**src/rtl/fetch_stage_pkg.sv**
```systemverilog
// Shared PMIPSL0 constants: PCControl encoding, opcode field position, instruction size.
// Imported by the fetch stage, its next-PC selector and the interface users.
package pmipsl0_pkg;

    localparam logic [1:0] PC_STALL    = 2'd0;
    localparam logic [1:0] PC_INC      = 2'd1;
    localparam logic [1:0] PC_CONDLOAD = 2'd2;
    localparam logic [1:0] PC_RESERVED = 2'd3;

    localparam int OPCODE_MSB  = 15;
    localparam int OPCODE_LSB  = 12;
    localparam int INSTR_BYTES = 2;

endpackage

```
**src/rtl/fetch_stage_if.sv**
```systemverilog
// Fetch-stage bundle: controller/MEM-stage inputs, instruction memory port, IF/ID outputs and debug flags.
// master = surrounding datapath, slave = fetch stage.
interface fetch_stage_if #(
    parameter int WIDTH = 16
);
    logic [1:0]       pc_control;
    logic             jump_taken;
    logic [WIDTH-1:0] jump_addr;
    logic             branch_taken;
    logic [WIDTH-1:0] branch_addr;
    logic [WIDTH-1:0] imem_data;

    logic [WIDTH-1:0] pc;
    logic [WIDTH-1:0] ifid_instr;
    logic [WIDTH-1:0] ifid_pc_plus2;
    logic [3:0]       opcode;
    logic [WIDTH-1:0] fetch_count;
    logic             err_ctrl;
    logic             err_misalign;

    modport master (
        output pc_control, jump_taken, jump_addr, branch_taken, branch_addr, imem_data,
        input  pc, ifid_instr, ifid_pc_plus2, opcode, fetch_count, err_ctrl, err_misalign
    );

    modport slave (
        input  pc_control, jump_taken, jump_addr, branch_taken, branch_addr, imem_data,
        output pc, ifid_instr, ifid_pc_plus2, opcode, fetch_count, err_ctrl, err_misalign
    );
endinterface

```
**src/rtl/fetch_stage_pc_next_sel.sv**
```systemverilog
// Combinational next-PC selection: Inc adds one instruction, CondLoad takes jump before branch.
// Redirect targets are forced even; an odd target raises misalign_o alongside the load.
module pc_next_sel
    import pmipsl0_pkg::*;
#(
    parameter int WIDTH = 16
) (
    input  logic [WIDTH-1:0] pc_i,
    input  logic [1:0]       pc_control_i,
    input  logic             jump_taken_i,
    input  logic [WIDTH-1:0] jump_addr_i,
    input  logic             branch_taken_i,
    input  logic [WIDTH-1:0] branch_addr_i,
    output logic [WIDTH-1:0] pc_next_o,
    output logic             load_en_o,
    output logic             misalign_o
);

    always_comb begin
        pc_next_o  = pc_i;
        load_en_o  = 1'b0;
        misalign_o = 1'b0;
        case (pc_control_i)
            PC_INC: begin
                pc_next_o = pc_i + WIDTH'(INSTR_BYTES);
                load_en_o = 1'b1;
            end
            PC_CONDLOAD: begin
                // Take flags are only meaningful here; jump outranks branch.
                if (jump_taken_i) begin
                    pc_next_o  = {jump_addr_i[WIDTH-1:1], 1'b0};
                    load_en_o  = 1'b1;
                    misalign_o = jump_addr_i[0];
                end else if (branch_taken_i) begin
                    pc_next_o  = {branch_addr_i[WIDTH-1:1], 1'b0};
                    load_en_o  = 1'b1;
                    misalign_o = branch_addr_i[0];
                end
            end
            default: begin
            end
        endcase
    end

endmodule

```
**src/rtl/fetch_stage.sv**
```systemverilog
// PMIPSL0 instruction fetch: PC register, IF/ID register, fetch counter and sticky error flags.
// Every output registered (opcode is a slice of IF/ID); reset has priority and discards redirects.
module fetch_stage
    import pmipsl0_pkg::*;
#(
    parameter int               WIDTH    = 16,
    parameter logic [WIDTH-1:0] RESET_PC = '0
) (
    input logic         clock,
    input logic         reset,
    fetch_stage_if.slave bus
);

    logic [WIDTH-1:0] pc_q, pc_d;
    logic [WIDTH-1:0] ifid_instr_q, ifid_instr_d;
    logic [WIDTH-1:0] ifid_pc_plus2_q, ifid_pc_plus2_d;
    logic [WIDTH-1:0] fetch_count_q, fetch_count_d;
    logic             err_ctrl_q, err_ctrl_d;
    logic             err_misalign_q, err_misalign_d;

    logic [WIDTH-1:0] pc_next;
    logic             load_en;
    logic             misalign;
    logic             inc;

    pc_next_sel #(.WIDTH(WIDTH)) u_pc_next_sel (
        .pc_i           (pc_q),
        .pc_control_i   (bus.pc_control),
        .jump_taken_i   (bus.jump_taken),
        .jump_addr_i    (bus.jump_addr),
        .branch_taken_i (bus.branch_taken),
        .branch_addr_i  (bus.branch_addr),
        .pc_next_o      (pc_next),
        .load_en_o      (load_en),
        .misalign_o     (misalign)
    );

    assign inc = (bus.pc_control == PC_INC);

    always_comb begin
        pc_d            = pc_q;
        ifid_instr_d    = ifid_instr_q;
        ifid_pc_plus2_d = ifid_pc_plus2_q;
        fetch_count_d   = fetch_count_q;
        err_ctrl_d      = err_ctrl_q | (bus.pc_control == PC_RESERVED);
        err_misalign_d  = err_misalign_q | misalign;

        if (load_en) begin
            pc_d = pc_next;
        end
        // On Inc the selector's next PC is exactly PC+2, reused for the IF/ID copy.
        if (inc) begin
            ifid_instr_d    = bus.imem_data;
            ifid_pc_plus2_d = pc_next;
            fetch_count_d   = fetch_count_q + WIDTH'(1);
        end
    end

    always_ff @(posedge clock) begin
        if (reset) begin
            pc_q            <= RESET_PC;
            ifid_instr_q    <= '0;
            ifid_pc_plus2_q <= '0;
            fetch_count_q   <= '0;
            err_ctrl_q      <= 1'b0;
            err_misalign_q  <= 1'b0;
        end else begin
            pc_q            <= pc_d;
            ifid_instr_q    <= ifid_instr_d;
            ifid_pc_plus2_q <= ifid_pc_plus2_d;
            fetch_count_q   <= fetch_count_d;
            err_ctrl_q      <= err_ctrl_d;
            err_misalign_q  <= err_misalign_d;
        end
    end

    assign bus.pc            = pc_q;
    assign bus.ifid_instr    = ifid_instr_q;
    assign bus.ifid_pc_plus2 = ifid_pc_plus2_q;
    assign bus.opcode        = ifid_instr_q[OPCODE_MSB:OPCODE_LSB];
    assign bus.fetch_count   = fetch_count_q;
    assign bus.err_ctrl      = err_ctrl_q;
    assign bus.err_misalign  = err_misalign_q;

endmodule

```
**src/flat_wrapper.sv**
```systemverilog
// flat-port wrapper written by rule: the top's interface ports become plain ports
module fetch_stage_flat import pmipsl0_pkg::*;
#(
    parameter int               WIDTH    = 16,
    parameter logic [WIDTH-1:0] RESET_PC = '0
)
  (clock, reset, bus_pc_control, bus_jump_taken, bus_jump_addr, bus_branch_taken, bus_branch_addr, bus_imem_data, bus_pc, bus_ifid_instr, bus_ifid_pc_plus2, bus_opcode, bus_fetch_count, bus_err_ctrl, bus_err_misalign);
  fetch_stage_if #(.WIDTH(WIDTH)) bus_i ();
  input logic clock;
  input logic reset;
  input wire logic [$bits(bus_i.pc_control)-1:0] bus_pc_control;
  input wire logic [$bits(bus_i.jump_taken)-1:0] bus_jump_taken;
  input wire logic [$bits(bus_i.jump_addr)-1:0] bus_jump_addr;
  input wire logic [$bits(bus_i.branch_taken)-1:0] bus_branch_taken;
  input wire logic [$bits(bus_i.branch_addr)-1:0] bus_branch_addr;
  input wire logic [$bits(bus_i.imem_data)-1:0] bus_imem_data;
  output wire logic [$bits(bus_i.pc)-1:0] bus_pc;
  output wire logic [$bits(bus_i.ifid_instr)-1:0] bus_ifid_instr;
  output wire logic [$bits(bus_i.ifid_pc_plus2)-1:0] bus_ifid_pc_plus2;
  output wire logic [$bits(bus_i.opcode)-1:0] bus_opcode;
  output wire logic [$bits(bus_i.fetch_count)-1:0] bus_fetch_count;
  output wire logic [$bits(bus_i.err_ctrl)-1:0] bus_err_ctrl;
  output wire logic [$bits(bus_i.err_misalign)-1:0] bus_err_misalign;
  assign bus_i.pc_control = bus_pc_control;
  assign bus_i.jump_taken = bus_jump_taken;
  assign bus_i.jump_addr = bus_jump_addr;
  assign bus_i.branch_taken = bus_branch_taken;
  assign bus_i.branch_addr = bus_branch_addr;
  assign bus_i.imem_data = bus_imem_data;
  assign bus_pc = bus_i.pc;
  assign bus_ifid_instr = bus_i.ifid_instr;
  assign bus_ifid_pc_plus2 = bus_i.ifid_pc_plus2;
  assign bus_opcode = bus_i.opcode;
  assign bus_fetch_count = bus_i.fetch_count;
  assign bus_err_ctrl = bus_i.err_ctrl;
  assign bus_err_misalign = bus_i.err_misalign;
  fetch_stage #(.WIDTH(WIDTH), .RESET_PC(RESET_PC)) u_core (.clock(clock), .reset(reset), .bus(bus_i));
endmodule
```
**config.mk**
```make
export PLATFORM = sky130hd
export DESIGN_NAME = fetch_stage_flat
export DESIGN_NICKNAME = d
export VERILOG_FILES = /design/src/rtl/fetch_stage_pkg.sv /design/src/rtl/fetch_stage_if.sv /design/src/rtl/fetch_stage_pc_next_sel.sv /design/src/rtl/fetch_stage.sv /design/src/flat_wrapper.sv
export SDC_FILE = /design/constraint.sdc
export NUM_CORES = 1
export LEC_CHECK = 0
export BUFFER_PORTS_ARGS = -buffer_cell sky130_fd_sc_hd__buf_4
export CAP_MARGIN = 40
export CORE_MARGIN = 2
export CORE_UTILIZATION = 25
export DETAILED_ROUTE_END_ITERATION = 12
export SYNTH_ARGS = -nofsm -noshare
export SYNTH_HDL_FRONTEND = slang
export SYNTH_SLANG_ARGS = --single-unit
```
**constraint.sdc**
```tcl
create_clock -name clock -period 6.2 [get_ports clock]
set_input_delay 0.31 -clock clock [delete_from_list [all_inputs] [get_ports clock]]
set_output_delay 0.31 -clock clock [all_outputs]
set_load 0.1 [all_outputs]
```
# ---- Word-level counts from Yosys, hierarchy flattened
# Index checks and enable logic that the tools add are counted.
dict set report totals {
  output_inout_bits 70
  regBits 66
  latchBits 0
  ramBits 0
  mem_bits_ro 0
  inputBits 54
  memories 0
}
dict set report op_classes {
  eq_ne 3
  magnitude_cmp 0
  shifts 0
  muxes 9
  n_mul 0
  reduce_logical 0
  add_sub_neg 2
  n_div 0
  bitwise_logic 2
}
# cell count
set op_table {}
lappend op_table {{two-way mux 16 bit} 2}
lappend op_table {{one-hot mux 16 bit (2 select lines)} 1}
lappend op_table {{adder 16 x 1 -> 16 bit, second input constant} 1}
lappend op_table {{adder 16 x 2 -> 16 bit, second input constant} 1}
lappend op_table {{two-way mux 1 bit} 5}
lappend op_table {{equality test 2 bit, second input constant} 2}
lappend op_table {{equality test 2 x 1 -> 1 bit, second input constant} 1}
lappend op_table {{bitwise OR 1 bit} 2}
lappend op_table {{one-hot mux 1 bit (2 select lines)} 1}

# ---- Logic depth before layout (Yosys ltp)
dict set report depth {
  word_depth 4
  depth_mapped 9
}

# ---- Modules after synthesis
# From an unflattened synthesis, not the netlist that was laid out.
dict set report unflattened {
  hier_cells 418
  hier_area_um2 3337.0
}
# module area_per_inst_um2 instances cells_per_inst seq_area_each_um2
set modules_own_cells {}
lappend modules_own_cells {fetch_stage 2483.6 1 289 1321.3}
lappend modules_own_cells {pc_next_sel 853.3 1 129 0.0}

# ---- Least setup slack after synthesis
# OpenSTA, ideal clock, no wires.
dict set report synth_timing {
  kind {register to register}
  startpoint {register u_core.pc_q[2], in the netlist u_core.bus.pc[2]}
  endpoint {register u_core.ifid_pc_plus2_q[15], in the netlist u_core.bus.ifid_pc_plus2[15]}
  arrival_ps 2699
  setup_time_ps 119
  setup_slack_ps 3383
  path_stages_with_launch 7
  path_buffers 0
  path_cell_list {dfxtp_1 ha_1 nand4_4 nor3_4 nand4_2 or4b_1 a32o_1}
}
dict set report synth_via {
  elab_chain_len 2
}
# item line
set synth_lines {}
lappend synth_lines {{from (decl)} fetch_stage.sv:14} ;# logic [WIDTH-1:0] pc_q, pc_d;
lappend synth_lines {{from (signal assigned)} fetch_stage.sv:68} ;# pc_q <= pc_d;
lappend synth_lines {{adder 16 x 2 -> 16 bit} fetch_stage_pc_next_sel.sv:25} ;# pc_next_o = pc_i + WIDTH'(INSTR_BYTES);
lappend synth_lines {{one-hot mux 16 bit (2 select lines)} fetch_stage_pc_next_sel.sv:23} ;# case (pc_control_i)
lappend synth_lines {{to (signal assigned)} fetch_stage.sv:70} ;# ifid_pc_plus2_q <= ifid_pc_plus2_d;
lappend synth_lines {{to (decl)} fetch_stage.sv:16} ;# logic [WIDTH-1:0] ifid_pc_plus2_q, ifid_pc_plus2_d;
# No other way between the ends.
# A chain may end at the register's enable or synchronous reset.

# ---- Worst setup path in the final report
dict set report layout_timing {
  startpoint {input bus_pc_control[1]}
  endpoint {register u_core.pc_q[4], in the netlist u_core.bus.pc[4]}
}
dict set report layout_via {
  elab_chain_len 2
}
# item line
set layout_lines {}
lappend layout_lines {{from (decl)} flat_wrapper.sv:11} ;# input wire logic [$bits(bus_i.pc_control)-1:0] bus_pc_control;
lappend layout_lines {{equality test 2 bit or equality test 2 x 1 -> 1 bit (tied branches)} fetch_stage_pc_next_sel.sv:23}
lappend layout_lines {{one-hot mux 16 bit (2 select lines) or one-hot mux 1 bit (2 select lines) (tied branches)} fetch_stage_pc_next_sel.sv:23}
# Several ways; a longest one is shown, not always the timed one.

==> flow_metrics.env <==
export IMPL_status="completed"
export IMPL_synthArstFlopShare=0
export IMPL_stdcell_area_um2=4910
export IMPL_synth_edf_count=0
export IMPL_dpl_cell_area_um2=4590
export IMPL_place_gp_congestion=0.850
export IMPL_muxShareOfSynthArea=0.0927
export IMPL_rsz0062_at_grt="no"
export IMPL_crit_path_max_fanout=27
export IMPL_cp_arrival_ns=2.84
export IMPL_cap_violations=0
export IMPL_seq_area_um2=1320
export IMPL_tightest_slew_ns=0.653
export IMPL_dp_slack_ns=3.27
export IMPL_min_path_cells=3
export IMPL_clockPowerShare=0.422
export IMPL_num_nets_final=590
export IMPL_power_density_nw_per_um2=265
export IMPL_cts_buffers=9
export IMPL_clkLatencyLatePin_ns=0.33
export IMPL_routed_via_density=4.94
export IMPL_post_cts_buffers=0
export IMPL_syn_nets=483
export IMPL_synth_top_family_by_area="simple AND/OR/NAND/NOR gates"
export IMPL_rows=43
export IMPL_pwr_share_seq=0.355
export IMPL_reg2reg_depth=6
export IMPL_drtAntennaViolNets=0
export IMPL_drt_iter0_markers=203
export IMPL_overflow=0
export IMPL_hp_class="input pin to register"
export IMPL_antenna_cells=0
export IMPL_p_sw_frac=0.319
export IMPL_io_buffers=123
export IMPL_dr_total_vias=3534
export IMPL_cts_resized=0
export IMPL_cts_tree="done"
export IMPL_die_h_um=123
export IMPL_hpwl_um=7940
export IMPL_grt_usage=0.145
export IMPL_synthesis_instances=424
export IMPL_synth_area_um2=3540
export IMPL_yosysWarnings=0
export IMPL_synth_compound_area_frac=0.184
export IMPL_multi_input_area_um2=2020
export IMPL_slew_viol_final=0
export IMPL_finalCriticalPeriod_ns=2.61
export IMPL_grt_max_degree=62
export IMPL_nFillCells=1409
export IMPL_fmax_mhz=384
export IMPL_dp_cells=700
export IMPL_drive_gt1_frac=0.295
export IMPL_cts_clk_slew_worst_paths_ns=0.06
export IMPL_synth_fa_ha_area_frac=0.0177
export IMPL_synth_area_per_cell_um2=8.34
export IMPL_ioPinCount=124
export IMPL_grt_pass1_wl_um=16900
export IMPL_hold_violations=0
export IMPL_clock_root_buffer="clkbuf_16"
export IMPL_antenna_found_initial=0
export IMPL_post_route_drc_count=0
export IMPL_dieArea_um2=15100
export IMPL_synthFlopType="dfxtp_1"
export IMPL_fin_crit_sh=0.420
export IMPL_drtPass1Iterations=4
export IMPL_layout_commonest_cell="buf_4"
export IMPL_wire_per_inst_um=15.5
export IMPL_grt_pass1_vias=3315
export IMPL_power_leakage_nw=2.06
export IMPL_power_switching_mw=0.414
export IMPL_fin_ws_ns=3.59
export IMPL_tns_ns=0
export IMPL_start_kind="input pin"
export IMPL_cts_hold_buf=0
export IMPL_synth_xor_area_frac=0.0446
export IMPL_yosysSeqAreaShare=0.374
export IMPL_core_area_um2=13800
export IMPL_cts_buffer_depth=2
export IMPL_synth_cell_types=58
export IMPL_final_cells=716
export IMPL_layout_common_cells="buf_4, nor2_1, dfxtp_1"
export IMPL_die_w_um=123
export IMPL_critical_path_class="input pin to register"
export IMPL_power_frac_comb=0.223
export IMPL_cts_sinks=66
export IMPL_ys_ff_latch=66
export IMPL_ctsHtreeMaxLevel=3
export IMPL_drt_wl_total_um=11100
export IMPL_syn2layout_area_growth_pct=38.7
export IMPL_start_util=0.256
export IMPL_p_int_mw=0.884
export IMPL_yosys_area_share_simple=0.231
export IMPL_fin_skew_ns=0.00772
export IMPL_max_slew_margin=0.564
export IMPL_ir_drop_mv=0.127
export IMPL_end_kind="register"
export IMPL_setup_violations=0
export IMPL_hold_ws_ns=0.214
export IMPL_required_ns=6.44
final cells by class:
class,instances,area share
tap,180,0.0459
multi-input combinational,311,0.411
clock inverter,5,0.0158
timing repair buffer,129,0.197
sequential,66,0.269
clock buffer,11,0.0495
inverter,14,0.0107
power groups by stage:
stage               registers, mW  logic, mW  clock network [mW]
floorplan                   0.580     0.0971                   0
global placement            0.469      0.286                   0
detailed placement          0.469      0.291                   0
CTS                         0.461      0.291               0.562
global route                0.463      0.306               0.581
finish                      0.460      0.290               0.548
cell usage after synthesis (all sizes together), types with 4 or more instances:
master | instances | area [um^2]
a211oi | 9 | 67.6
a21oi | 19 | 95.1
a221oi | 7 | 61.3
a32o | 4 | 40.0
buf | 13 | 71.3
clkbuf | 20 | 75.1
dfxtp | 66 | 1320
ha | 5 | 62.6
inv | 14 | 52.6
mux2 | 6 | 67.6
mux2i | 26 | 260
nand2 | 25 | 93.8
nand2b | 8 | 50.1
nand3 | 11 | 55.1
nand4 | 9 | 92.6
nor2 | 69 | 259
nor2b | 4 | 25.0
nor3 | 9 | 56.3
o211ai | 8 | 60.1
o21ai | 23 | 115
xnor2 | 11 | 96.3
xor2 | 7 | 61.3
state kept, by name (all words and copies together), names as in the netlist:
name and cells:
u_core.bus.fetch_count 16, u_core.bus.err_misalign 1, u_core.bus.pc 16, u_core.bus.ifid_instr 16
u_core.bus.ifid_pc_plus2 16, u_core.bus.err_ctrl 1
worst paths after layout:
kind | from | endpoint | slack (ns)
min reg2reg | u_core.bus.ifid_pc_plus2[10]$_SDFFE_PP0P_ | u_core.bus.ifid_pc_plus2[10]$_SDFFE_PP0P_ | 0.45
max reg2reg | u_core.bus.pc[1]$_SDFFE_PP0P_ | u_core.bus.ifid_pc_plus2[15]$_SDFFE_PP0P_ | 3.90
min | bus_imem_data[15] | u_core.bus.ifid_instr[15]$_SDFFE_PP0P_ | 0.21
max | bus_pc_control[1] | u_core.bus.pc[4]$_SDFFE_PP0P_ | 3.59
per-layer routing:
metal / vias to the layer above / routed length, um / track usage
met4: 0 / 131 / 0.0481
met3: 7 / 863 / 0.0411
met5: - / 0 / 0
li1: 1739 / - / -
met1: 1684 / 4910 / 0.191
met2: 104 / 5220 / 0.227
worst max-delay path, cell delays in order:
cell      delay [ns]
buf_4           0.12
inv_1           0.05
ha_2            0.57
buf_4           0.41
inv_1           0.24
a21oi_1         0.57
buf_4           0.28
nor2_1          0.05
a211oi_1        0.23
per-stage QoR:
| step | util | total power [mW] |
|---|---|---|
| final | 0.355 | 1.30 |
| after detailed placement | 0.332 | 0.760 |
| after global placement | 0.331 | 0.755 |
| after global routing | 0.355 | 1.35 |
| after CTS | 0.355 | 1.31 |
| after floorplan | - | 0.677 |
cell families after synthesis:
family	Yosys count
AOI/OAI and AO/OA	96
xor gates and xnor gates	18
adders and majority gates	5
buffers and inverters	47
DFF	66
muxes	32
and+or+nand+nor	160
(Power assumes the default switching activity.)
